$ cat src/rtl/io_read_sequencer_pkg.sv
// Shared state encoding and helpers for the switch-read sequencer.
package io_read_sequencer_pkg;

  localparam int IO_WIDTH = 16;

  typedef enum logic [1:0] {
    IOS_IDLE         = 2'd0,
    IOS_WAIT_PRESS   = 2'd1,
    IOS_WAIT_RELEASE = 2'd2,
    IOS_DONE         = 2'd3
  } ios_state_e;

  // Fetch is held from the moment a read is requested until the DONE cycle.
  function automatic logic ios_stalls(ios_state_e s, logic req);
    return ((s == IOS_IDLE) && req) || (s == IOS_WAIT_PRESS) || (s == IOS_WAIT_RELEASE);
  endfunction

endpackage

$ cat src/rtl/io_read_sequencer_btn_debounce.sv
// Button conditioning: 2-flop synchronizer, stable-level debounce counter and
// one-cycle press/release pulses on accepted level changes.
module btn_debounce #(
  parameter int DEBOUNCE_CYCLES = 500000,
  parameter int CNT_W           = 20
) (
  input  logic clock,
  input  logic rst,
  input  logic btn_in,
  output logic level,
  output logic press_evt,
  output logic release_evt
);

  localparam logic [CNT_W-1:0] CNT_LAST = CNT_W'(DEBOUNCE_CYCLES - 1);

  logic             sync_q1;
  logic             sync_q2;
  logic [CNT_W-1:0] cnt;

  always_ff @(posedge clock or negedge rst) begin
    if (!rst) begin
      sync_q1 <= 1'b0;
      sync_q2 <= 1'b0;
    end else begin
      sync_q1 <= btn_in;
      sync_q2 <= sync_q1;
    end
  end

  // Any sample agreeing with the stable level restarts the count, so only an
  // unbroken run of disagreeing samples flips the level.
  always_ff @(posedge clock or negedge rst) begin
    if (!rst) begin
      cnt         <= '0;
      level       <= 1'b0;
      press_evt   <= 1'b0;
      release_evt <= 1'b0;
    end else begin
      press_evt   <= 1'b0;
      release_evt <= 1'b0;
      if (sync_q2 == level) begin
        cnt <= '0;
      end else if (cnt == CNT_LAST) begin
        cnt         <= '0;
        level       <= ~level;
        press_evt   <= ~level;
        release_evt <= level;
      end else begin
        cnt <= cnt + CNT_W'(1);
      end
    end
  end

endmodule

$ cat src/rtl/io_read_sequencer.sv
// Switch-read sequencer: stalls fetch on an IO switch read until confirm_button is
// pressed and released. Macro IO_TIMEOUT_EN adds a press-wait timeout (zero data).
module io_read_sequencer
  import io_read_sequencer_pkg::*;
#(
  parameter int DEBOUNCE_CYCLES = 500000,
  parameter int CNT_W           = 20,
  parameter int SW_W            = IO_WIDTH
`ifdef IO_TIMEOUT_EN
  ,
  parameter int TIMEOUT_CYCLES  = 1000000
`endif
) (
  input  logic            clock,
  input  logic            rst,
  input  logic            io_read_req,
  input  logic            confirm_button,
  input  logic [SW_W-1:0] switches,
  output logic            stall,
  output logic [SW_W-1:0] sw_data,
  output logic            data_valid,
  output logic            busy,
  output logic            timeout
);

  ios_state_e state;
  ios_state_e state_next;
  logic       press_evt;
  logic       release_evt;
  logic       unused_level;
  logic       to_hit;

  // The pulses carry everything the sequencer needs; the level itself is not used.
  btn_debounce #(
    .DEBOUNCE_CYCLES(DEBOUNCE_CYCLES),
    .CNT_W          (CNT_W)
  ) u_debounce (
    .clock      (clock),
    .rst        (rst),
    .btn_in     (confirm_button),
    .level      (unused_level),
    .press_evt  (press_evt),
    .release_evt(release_evt)
  );

`ifdef IO_TIMEOUT_EN
  localparam logic [CNT_W-1:0] TO_LAST = CNT_W'(TIMEOUT_CYCLES - 1);

  logic [CNT_W-1:0] to_cnt;

  assign to_hit = (state == IOS_WAIT_PRESS) && (to_cnt == TO_LAST);

  always_ff @(posedge clock or negedge rst) begin
    if (!rst) begin
      to_cnt <= '0;
    end else if (state != IOS_WAIT_PRESS) begin
      to_cnt <= '0;
    end else begin
      to_cnt <= to_cnt + CNT_W'(1);
    end
  end

  // A real press in the final cycle still wins over the timeout.
  always_ff @(posedge clock or negedge rst) begin
    if (!rst) begin
      timeout <= 1'b0;
    end else if ((state == IOS_IDLE) && io_read_req) begin
      timeout <= 1'b0;
    end else if (to_hit && !press_evt) begin
      timeout <= 1'b1;
    end
  end
`else
  assign to_hit  = 1'b0;
  assign timeout = 1'b0;
`endif

  always_ff @(posedge clock or negedge rst) begin
    if (!rst) begin
      state <= IOS_IDLE;
    end else begin
      state <= state_next;
    end
  end

  // DONE always returns to IDLE, so a request still high there cannot re-trigger.
  always_comb begin
    state_next = state;
    stall      = rst & ios_stalls(state, io_read_req);
    data_valid = (state == IOS_DONE);
    busy       = (state != IOS_IDLE);
    unique case (state)
      IOS_IDLE: begin
        if (io_read_req) state_next = IOS_WAIT_PRESS;
      end
      IOS_WAIT_PRESS: begin
        if (press_evt)   state_next = IOS_WAIT_RELEASE;
        else if (to_hit) state_next = IOS_DONE;
      end
      IOS_WAIT_RELEASE: begin
        if (release_evt) state_next = IOS_DONE;
      end
      IOS_DONE: begin
        state_next = IOS_IDLE;
      end
    endcase
  end

  always_ff @(posedge clock or negedge rst) begin
    if (!rst) begin
      sw_data <= '0;
    end else if (state == IOS_WAIT_PRESS) begin
      if (press_evt)   sw_data <= switches;
      else if (to_hit) sw_data <= '0;
    end
  end

endmodule

$ cat config.mk
export PLATFORM = sky130hd
export DESIGN_NAME = io_read_sequencer
export DESIGN_NICKNAME = d
export VERILOG_FILES = /design/src/rtl/io_read_sequencer_pkg.sv /design/src/rtl/io_read_sequencer_btn_debounce.sv /design/src/rtl/io_read_sequencer.sv
export SDC_FILE = /design/constraint.sdc
export NUM_CORES = 1
export LEC_CHECK = 0
export BUFFER_PORTS_ARGS = -buffer_cell sky130_fd_sc_hd__buf_2
export CAP_MARGIN = 10
export CORE_ASPECT_RATIO = 1.2
export CORE_MARGIN = 2
export CORE_UTILIZATION = 45
export CTS_BUF_LIST = sky130_fd_sc_hd__clkbuf_8
export DETAILED_ROUTE_END_ITERATION = 10
export GPL_ROUTABILITY_DRIVEN = 0
export PLACE_DENSITY = 0.76
export SLEW_MARGIN = 5
export SYNTH_ARGS = -nofsm -noshare
export SYNTH_HDL_FRONTEND = slang
export SYNTH_SLANG_ARGS = --single-unit
$ cat constraint.sdc
create_clock -name clock -period 3 [get_ports clock]
set_clock_uncertainty 0.2 [all_clocks]
set_input_delay 0.9 -clock clock [delete_from_list [all_inputs] [get_ports clock]]
set_output_delay 0.9 -clock clock [all_outputs]
set_load 0.01 [all_outputs]
==> results of run 1 <==
critical path: cells and delay by family, from the launching register on:
kind                     cells  cell delay [ns]
flip-flops                   1             0.41
AO/OA/AOI/OAI                1             0.21
adder cells (fa/ha/maj)      1             0.25
AND/OR/NAND/NOR              1             0.07
buffers and inverters        2             0.23
per-stage QoR:
step | worst slack (ns) | power (mW) | utilization
after floorplan | 0.698 | 0.772 | -
after global placement | 0.486 | 0.839 | 0.520
after detailed placement | 0.479 | 0.855 | 0.520
after CTS | 0.439 | 1.22 | 0.541
after global routing | 0.357 | 1.26 | 0.541
final | 0.449 | 1.20 | 0.541
cells by family (layout without fill, tap and decap cells):
group,count (synthesis),count (layout)
muxes,17,17
DFF,43,43
other,1,1
and+or+nand+nor,59,59
AOI/OAI and AO/OA,17,17
adders and majority gates,5,5
xor gates and xnor gates,13,13
buffers and inverters,13,53
power groups by stage:
stage          logic (mW)  registers, mW  clock network [mW]
2_1_floorplan       0.126          0.646                   0
3_3_place_gp        0.197          0.642                   0
3_5_place_dp        0.210          0.645                   0
4_1_cts             0.212          0.633               0.373
5_1_grt             0.234          0.637               0.390
6_report            0.206          0.633               0.360
state kept, by name (all words and copies together), names as in the netlist:
| name | count |
|---|---|
| state | 2 |
| sw_data | 16 |
| u_debounce.cnt | 20 |
| u_debounce.level | 1 |
| u_debounce.press_evt | 1 |
| u_debounce.release_evt | 1 |
| u_debounce.sync_q1 | 1 |
| u_debounce.sync_q2 | 1 |
worst max path at each step:
| stage | endpoint | slack, ns | cells past startpoint |
|---|---|---|---|
| final | stall | 0.45 | 5 |
| after global routing | stall | 0.36 | 5 |
| after CTS | stall | 0.44 | 5 |
| after detailed placement | stall | 0.48 | 4 |
| after global placement | stall | 0.49 | 4 |
| after floorplan | stall | 0.70 | 2 |
metal layers:
metal / vias up / wire [µm] / global-route usage
li1: 666 / - / -
met1: 655 / 1410 / 0.170
met2: 40 / 1580 / 0.253
met3: 7 / 205 / 0.0323
met5: - / 0 / 0
met4: 0 / 77 / 0.0766
area by class of cell:
| cell class | count | area share |
|---|---|---|
| Timing Repair Buffer | 39 | 0.0858 |
| Multi-Input combinational cell | 112 | 0.368 |
| Sequential cell | 43 | 0.467 |
| Clock inverter | 1 | 0.00217 |
| Tap cell | 56 | 0.0304 |
| Inverter | 7 | 0.0114 |
| Clock buffer | 6 | 0.0358 |
synth_stat cells (3+ instances only):
library cell and count:
sky130_fd_sc_hd__mux2_2 16, sky130_fd_sc_hd__a21oi_1 6, sky130_fd_sc_hd__ha_1 5, sky130_fd_sc_hd__xnor2_1 7
sky130_fd_sc_hd__xor2_1 6, sky130_fd_sc_hd__or3_1 4, sky130_fd_sc_hd__inv_1 7, sky130_fd_sc_hd__o21ai_0 6
sky130_fd_sc_hd__nand2_1 8, sky130_fd_sc_hd__dfrtp_1 43, sky130_fd_sc_hd__and4_1 4, sky130_fd_sc_hd__nand4_1 7
sky130_fd_sc_hd__buf_6 3, sky130_fd_sc_hd__nand3_1 5, sky130_fd_sc_hd__nor2_1 14
==> flow_summary.json, run 1 <==
{
  "critical_path.startpoint_type": "flip-flop",
  "timing.hold.worst.class": "reg2reg",
  "hold_path_startpoint": "u_debounce.sync_q1",
  "detail_route.wirelength_um": 3280,
  "htree_num_levels": 2,
  "power_frac_seq": 0.528,
  "drive_gt1_frac": 0.346,
  "setup_tns_ns": 0,
  "power_density_mw_per_mm2": 520,
  "power.ir.vdd_worst_mv": 0.204,
  "vias": 1368,
  "initial_utilization": 0.470,
  "critical-path-slowest-cell": "sky130_fd_sc_hd__dfrtp_1",
  "rows": 26,
  "multi_input_area_um2": 847,
  "synth_top_area_share": 0.538,
  "p_sw_mw": 0.316,
  "mappedNetlistNets": 193,
  "worst_setup_path_startpoint": "state[0]",
  "cts.root.buffer_cell": "sky130_fd_sc_hd__clkbuf_8",
  "post-cts-setup-buffers": 0,
  "global_route.usage.total": 0.148,
  "synthesis.area_per_instance_um2": 11.9,
  "grt_start_max_net_pins": 44,
  "ys_top_cells_by_area": "sky130_fd_sc_hd__dfrtp_1 (54%), sky130_fd_sc_hd__mux2_2 (9.0%), sky130_fd_sc_hd__ha_1 (3.1%), sky130_fd_sc_hd__xnor2_1 (3.1%), sky130_fd_sc_hd__nor2_1 (2.6%)",
  "crit_path_max_fanout": 4,
  "cts_hold_buf": 0,
  "synth_area_mm2": 0.00200,
  "min_to": "u_debounce.sync_q2",
  "netlist-cell-type-count": 37,
  "final_design_area_no_fill_mm2": 0.00230,
  "synth_xor_xnor_area_share": 0.0569,
  "outcome": "complete, no violations",
  "detail_route.iter0.violations": 117,
  "post_synthesis_simple_gate_area_fraction": 0.178,
  "chipHeight_um": 77.1,
  "insertedDiodeCount": 0,
  "worst_pin_slew_ns": 0.758,
  "ctsLongestPathBuffers": 2,
  "cp_data_required_time_ns": 1.90,
  "rr_worst_depth": 5,
  "die_area_mm2": 0.00500,
  "placed_area_mm2": 0.00222,
  "setup.reg_to_reg.worst_slack_ns": 0.73,
  "synth_ff_type": "sky130_fd_sc_hd__dfrtp_1",
  "grt_pass1_wl_um": 5690,
  "critical-path-max-stage-delay_ns": 0.41,
  "clock.fmax_mhz": 392,
  "rr_startpoint": "u_debounce.cnt[0]",
  "report.final.slew_viol_count": 0,
  "design.core.area_mm2": 0.00426,
  "wl_cell_um": 12.4,
  "ant_nets": 0,
  "tritoncts": "done",
  "ys_async_sr_fraction": 1.00,
  "detail_route.vias_per_cell": 5.18,
  "share_clk_of_total_power": 0.301,
  "first_global_vias": 1350,
  "setup_viol": 0,
  "yosys-mux-area-fraction": 0.0975,
  "crit_path_cell_trace": "inv_1 > ha_1 > a211oi_1 > nor2b_1 > buf_2",
  "synth_cells": 168,
  "worstSetupEndpointType": "primary output",
  "max_cap_violations": 0,
  "postCtsResizedCells": 0,
  "number_of_flops_mapped_to_enable_cells_by_yosys": 0,
  "regArea_mm2": 0.00108,
  "yosys_warnings": 0,
  "fp.dieW_um": 64.9,
  "detailedPlacementHpwl_um": 2350,
  "min_path_cells": 0,
  "clkLatencyLatePin_ns": 0.29,
  "final_cells": 264,
  "whs_ns": 0.149,
  "hold_violations": 0,
  "layout-area-overhead-vs-synth_pct": 15.1,
  "synth_top_family_by_area": "simple AND/OR/NAND/NOR gates",
  "min_period_ns": 2.55,
  "cts_buffers": 5,
  "compound_cell_area_share_of_the_yosys_netlist": 0.0581,
  "num-fill-cells": 370,
  "worst-setup-path-type": "reg2out",
  "most_common_cell_after_layout_fill_and_taps_aside": "sky130_fd_sc_hd__dfrtp_1",
  "synth.yosys.seq_area_share": 0.538,
  "clock-sinks": 43,
  "layout_common_cells": "sky130_fd_sc_hd__dfrtp_1 (43), sky130_fd_sc_hd__buf_2 (38), sky130_fd_sc_hd__mux2_2 (16)",
  "post-route-drc-count": 0,
  "synth_adder_area_share": 0.0313,
  "final_net_count": 233,
  "switching_share_of_total_power": 0.263,
  "max_slew_margin": 0.495,
  "timing.critical_path.arrival_ns": 1.45,
  "pin_count": 40,
  "power.leakage_nw": 1.06,
  "r2r-end": "u_debounce.cnt[10]",
  "pwr-share-comb": 0.172,
  "clk_transition_reported_paths_ns": 0.07,
  "setup_repair_after_global_routing_missed_its_margin": "false",
  "synth-seq-cells": 43,
  "antenna_found_initial": 0,
  "timing.final.crit_share": 0.850,
  "internal_power_of_the_cells_mw": 0.884,
  "numPortBuffers": 38,
  "grt_overflow": 0,
  "synth_area_leader_cell": "sky130_fd_sc_hd__dfrtp_1",
  "drtPass1Iterations": 4,
  "dp_cells": 257
}
Note: power is estimated with default switching activity, not from simulation.
==> run 2, diff against run 1 <==
--- a/config.mk
+++ b/config.mk
@@ -14,6 +14,7 @@
 export DETAILED_ROUTE_END_ITERATION = 10
 export GPL_ROUTABILITY_DRIVEN = 0
 export PLACE_DENSITY = 0.76
+export RECOVER_POWER = 25
 export SLEW_MARGIN = 5
 export SYNTH_ARGS = -nofsm -noshare
 export SYNTH_HDL_FRONTEND = slang
==> run 2 against run 1 <==
  * Sequential cell count is the same
  * First-iteration DRC count is the same
  * Combinational power is essentially flat
  * Routed wire length grew 0.34%
  * Sequential power is essentially flat
  * Global-route usage is the same
  * Die area is the same
  * Worst hold slack is essentially flat
  * Count of clock-buffer cells in the layout is the same
  * Critical path depth is the same
  * Critical path type unchanged
  * Critical endpoint unchanged
  * Largest cell class unchanged
  * Largest power group unchanged
==> flow_summary.json, run 2 (synthesis gave the netlist of run 1 again) <==
{
  "outcome": "complete, no violations",
  "critical-path-slowest-cell": "sky130_fd_sc_hd__dfrtp_1",
  "tritoncts": "done",
  "final_net_count": 233,
  "cts_buffers": 5,
  "power_mw": 1.20,
  "ctsLongestPathBuffers": 2,
  "global_route.usage.total": 0.148,
  "detail_route.wirelength_um": 3290,
  "ant_nets": 0,
  "worst_setup_slack_final_ns": 0.457,
  "final_core_util": 0.540,
  "critical_path.startpoint_type": "flip-flop",
  "post-cts-setup-buffers": 0,
  "layout-area-overhead-vs-synth_pct": 14.9,
  "r2r-end": "u_debounce.cnt[10]",
  "detail_route.vias_per_cell": 5.15,
  "clock.fmax_mhz": 393,
  "timing.critical_path.arrival_ns": 1.44,
  "cts.root.buffer_cell": "sky130_fd_sc_hd__clkbuf_8",
  "setup_repair_after_global_routing_missed_its_margin": "false",
  "detailedPlacementHpwl_um": 2350,
  "setup_tns_ns": 0,
  "power.ir.vdd_worst_mv": 0.204,
  "setup_viol": 0,
  "first_global_vias": 1350,
  "grt_start_max_net_pins": 44,
  "timing.final.crit_share": 0.848,
  "worst-setup-path-type": "reg2out",
  "power.leakage_nw": 1.05,
  "wl_cell_um": 12.5,
  "worstSetupEndpointType": "primary output",
  "setup.reg_to_reg.worst_slack_ns": 0.74,
  "clk_transition_reported_paths_ns": 0.07,
  "dp_slack_ns": 0.479,
  "largestRegisters": "u_debounce.cnt x20, sw_data x16, state x2",
  "hold_path_startpoint": "u_debounce.sync_q1",
  "cp_data_required_time_ns": 1.90,
  "min_period_ns": 2.54,
  "post-route-drc-count": 0,
  "drtPass1Iterations": 4,
  "power_frac_seq": 0.529,
  "whs_ns": 0.149,
  "internal_power_of_the_cells_mw": 0.883,
  "top_register": "u_debounce.cnt",
  "worst_pin_slew_ns": 1.01,
  "numPortBuffers": 38,
  "timing.hold.worst.class": "reg2reg",
  "chipHeight_um": 77.1,
  "insertedDiodeCount": 0,
  "die_area_mm2": 0.00500,
  "final_design_area_no_fill_mm2": 0.00230,
  "max_slew_margin": 0.329,
  "design.core.area_mm2": 0.00426,
  "cts_hold_buf": 0,
  "critical-path-max-stage-delay_ns": 0.41,
  "fp.dieW_um": 64.9,
  "max_cap_violations": 0,
  "vias": 1360,
  "grt_overflow": 0,
  "power_density_mw_per_mm2": 520,
  "final_cells": 264,
  "largest_register_ffs": 20,
  "crit_path_max_fanout": 4,
  "grt_pass1_wl_um": 5690,
  "hold_violations": 0,
  "most_common_cell_after_layout_fill_and_taps_aside": "sky130_fd_sc_hd__dfrtp_1",
  "min_to": "u_debounce.sync_q2",
  "rr_worst_depth": 5,
  "pwr-share-comb": 0.171,
  "postCtsResizedCells": 0,
  "layout_common_cells": "sky130_fd_sc_hd__dfrtp_1 (43), sky130_fd_sc_hd__buf_2 (37), sky130_fd_sc_hd__mux2_2 (16)",
  "clkLatencyLatePin_ns": 0.29,
  "p_sw_mw": 0.313,
  "initial_utilization": 0.470,
  "rows": 26,
  "crit_path_cell_trace": "inv_1 > ha_1 > a211oi_1 > nor2b_1 > buf_2",
  "share_clk_of_total_power": 0.300,
  "detail_route.iter0.violations": 117,
  "report.final.slew_viol_count": 0,
  "pin_count": 40,
  "placed_area_mm2": 0.00222,
  "antenna_found_initial": 0,
  "clock-sinks": 43,
  "switching_share_of_total_power": 0.262,
  "dp_cells": 257,
  "min_path_cells": 0,
  "htree_num_levels": 2,
  "drive_gt1_frac": 0.341,
  "rr_startpoint": "u_debounce.cnt[0]"
}
run 2: cell count changes in the layout (fill, tap and decap cells not counted), sizes merged:
| cell | before | now |
|---|---|---|
| clkbuf | 6 | 8 |
| buf | 39 | 37 |
run 2: how the worst max path moves through the flow:
stage,end,slack [ns],depth (start not counted),start
finish,stall,0.46,5,state[0]
floorplan,stall,0.70,2,io_read_req
global placement,stall,0.49,4,io_read_req
detailed placement,stall,0.48,4,io_read_req
CTS,stall,0.44,5,state[0]
global route,stall,0.36,5,state[0]
run 2: area by class of cell:
type,count,area (µm²)
Clock buffer,6,82.6
Clock inverter,1,5.00
Fill cell,372,1960
Inverter,7,26.3
Multi-Input combinational cell,112,847
Sequential cell,43,1080
Tap cell,56,70.1
Timing Repair Buffer,39,194
run 2: routing by layer:
metal / track usage / vias up / part of all wire
met4: 0.0766 / 0 / 0.016
met2: 0.253 / 40 / 0.50
met5: 0 / - / 0
met1: 0.170 / 652 / 0.43
li1: - / 663 / -
met3: 0.0323 / 5 / 0.059
run 2: critical path, delay by kind of cell (launching register included):
family / cells / cell delay [ns]
buffers and inverters: 2 / 0.22
and+or+nand+nor: 1 / 0.06
adders and majority gates: 1 / 0.25
DFF: 1 / 0.41
AOI/OAI and AO/OA: 1 / 0.21
run 2: power by group through the flow:
| stage | Combinational [mW] | Clock (mW) | Sequential (mW) |
|---|---|---|---|
| CTS | 0.212 | 0.373 | 0.633 |
| floorplan | 0.126 | 0 | 0.646 |
| global placement | 0.197 | 0 | 0.642 |
| global route | 0.234 | 0.390 | 0.637 |
| detailed placement | 0.210 | 0 | 0.645 |
| finish | 0.204 | 0.359 | 0.633 |
==> run 3, diff against run 2 <==
--- a/config.mk
+++ b/config.mk
@@ -13,7 +13,7 @@
 export CTS_BUF_LIST = sky130_fd_sc_hd__clkbuf_8
 export DETAILED_ROUTE_END_ITERATION = 10
 export GPL_ROUTABILITY_DRIVEN = 0
-export PLACE_DENSITY = 0.76
+export PLACE_DENSITY = 0.79
 export RECOVER_POWER = 25
 export SLEW_MARGIN = 5
 export SYNTH_ARGS = -nofsm -noshare
==> constraint.sdc (replaced) <==
create_clock -name clock -period 2.1 [get_ports clock]
set_clock_uncertainty 0.2 [all_clocks]
set_input_delay 0.63 -clock clock [delete_from_list [all_inputs] [get_ports clock]]
set_output_delay 0.63 -clock clock [all_outputs]
set_load 0.01 [all_outputs]
==> run 3 against run 2 <==
  * The run now ends with negative setup slack left
  * Via count up 2.4%
  * Sequential power up 45%
  * Cell count up 3.0%
  * Combinational power up 110%
  * Utilization up 2.5 points
  * Die area unchanged
  * Non-clock buffer count up 8
  * Sequential cell count unchanged
  * Routed wire length up 13%
  * Final area up 4.6%
  * Worst setup slack worse by 0.51 ns
  * Total power up 55%
  * Critical path type unchanged
  * Critical endpoint unchanged
==> flow_summary.json, run 3 (synthesis gave the netlist of run 1 again) <==
{
  "min_to": "u_debounce.sync_q2",
  "die_area_mm2": 0.00500,
  "tritoncts": "done",
  "max_cap_violations": 0,
  "clock-sinks": 43,
  "cp_data_required_time_ns": 1.27,
  "power_mw": 1.85,
  "setup_tns_ns": -0.0554,
  "ctsLongestPathBuffers": 2,
  "final_cells": 272,
  "dp_slack_ns": 0.0936,
  "cts_buffers": 5,
  "report.final.slew_viol_count": 0,
  "hold_path_startpoint": "u_debounce.sync_q1",
  "detailedPlacementHpwl_um": 2640,
  "worst_pin_slew_ns": 1.03,
  "critical-path-max-stage-delay_ns": 0.40,
  "timing.final.crit_share": 1.03,
  "largestRegisters": "u_debounce.cnt x20, sw_data x16, state x2",
  "fp.dieW_um": 64.9,
  "worstSetupEndpointType": "primary output",
  "vias": 1392,
  "power.ir.vdd_worst_mv": 0.253,
  "detail_route.iter0.violations": 109,
  "layout-area-overhead-vs-synth_pct": 20.2,
  "most_common_cell_after_layout_fill_and_taps_aside": "sky130_fd_sc_hd__dfrtp_1",
  "timing.critical_path.arrival_ns": 1.33,
  "global_route.usage.total": 0.161,
  "drive_gt1_frac": 0.407,
  "clkLatencyLatePin_ns": 0.28,
  "setup_repair_after_global_routing_missed_its_margin": "true",
  "antenna_found_initial": 0,
  "min_period_ns": 2.16,
  "grt_pass1_wl_um": 6280,
  "violations": "negative setup slack",
  "numPortBuffers": 38,
  "setup.reg_to_reg.worst_slack_ns": 0.08,
  "worst-setup-path-type": "reg2out",
  "setup_viol": 1,
  "design.core.area_mm2": 0.00426,
  "dp_cells": 262,
  "max_slew_margin": 0.315,
  "final_net_count": 241,
  "rr_startpoint": "u_debounce.cnt[0]",
  "r2r-end": "u_debounce.cnt[18]",
  "htree_num_levels": 2,
  "clk_transition_reported_paths_ns": 0.07,
  "rows": 26,
  "layout_common_cells": "sky130_fd_sc_hd__dfrtp_1 (42), sky130_fd_sc_hd__buf_2 (36), sky130_fd_sc_hd__mux2_2 (16)",
  "min_path_cells": 0,
  "hold_violations": 0,
  "detail_route.wirelength_um": 3720,
  "final_core_util": 0.565,
  "outcome": "complete, but fails checks",
  "pin_count": 40,
  "power_density_mw_per_mm2": 769,
  "largest_register_ffs": 20,
  "grt_overflow": 0,
  "detail_route.vias_per_cell": 5.12,
  "critical-path-slowest-cell": "sky130_fd_sc_hd__dfrtp_1",
  "critical_path.top_delay_family": "flip-flops",
  "top_register": "u_debounce.cnt",
  "final_design_area_no_fill_mm2": 0.00241,
  "placed_area_mm2": 0.00225,
  "worst_setup_slack_final_ns": -0.0554,
  "drtPass1Iterations": 4,
  "path_buf_inv": 2,
  "crit_path_cell_trace": "inv_2 > ha_4 > a211oi_2 > nor2b_1 > buf_2",
  "first_global_vias": 1410,
  "crit_path_max_fanout": 3,
  "cts.root.buffer_cell": "sky130_fd_sc_hd__clkbuf_8",
  "insertedDiodeCount": 0,
  "clock.fmax_mhz": 464,
  "rr_worst_depth": 6,
  "initial_utilization": 0.470,
  "power.leakage_nw": 1.09,
  "wl_cell_um": 13.7,
  "post-route-drc-count": 0,
  "chipHeight_um": 77.1,
  "grt_start_max_net_pins": 44,
  "ant_nets": 0,
  "critical_path.startpoint_type": "flip-flop",
  "whs_ns": 0.150,
  "timing.hold.worst.class": "reg2reg"
}
[run 3: cell types whose count changed in the layout (fill, tap and decap cells not counted), moves of 2 or more]
cell,delta
sky130_fd_sc_hd__buf_6,+2
sky130_fd_sc_hd__ha_4,+2
sky130_fd_sc_hd__inv_1,-3
sky130_fd_sc_hd__ha_1,-3
sky130_fd_sc_hd__inv_2,+3
sky130_fd_sc_hd__buf_4,+7
[run 3: final cells by class]
| class | instances | area (µm²) |
|---|---|---|
| fill | 351 | 1860 |
| inverter | 7 | 26.3 |
| clock buffer | 6 | 82.6 |
| sequential | 43 | 1080 |
| multi-input combinational | 112 | 881 |
| tap | 56 | 70.1 |
| timing repair buffer | 47 | 264 |
| clock inverter | 1 | 5.00 |
[run 3: layer usage]
layer,global-route usage,vias up,part of all wire
met5,0,-,0
met4,0.0553,0,0.011
met3,0.0337,5,0.042
met1,0.190,674,0.42
met2,0.284,36,0.52
li1,-,677,-
[run 3: repair_timing]
item                       CTS  global route
resized for setup            8             5
hold buffers                 0             0
buffers inserted             2             1
setup endpoints to repair    1             4
[run 3: worst max-delay path by stage]
stage,from,end,slack [ns],depth (start not counted)
after floorplan,u_debounce.cnt[0],u_debounce.level,0.15,6
after global placement,io_read_req,stall,0.13,4
after detailed placement,io_read_req,stall,0.09,4
after CTS,state[0],stall,-0.05,5
after global routing,state[1],stall,-0.15,5
final,state[1],stall,-0.06,5
[run 3: where the power goes]
| group | switching, mW | internal (mW) | total (mW) |
|---|---|---|---|
| Combinational | 0.203 | 0.225 | 0.428 |
| Sequential | 0.0427 | 0.874 | 0.916 |
| Clock | 0.248 | 0.258 | 0.506 |
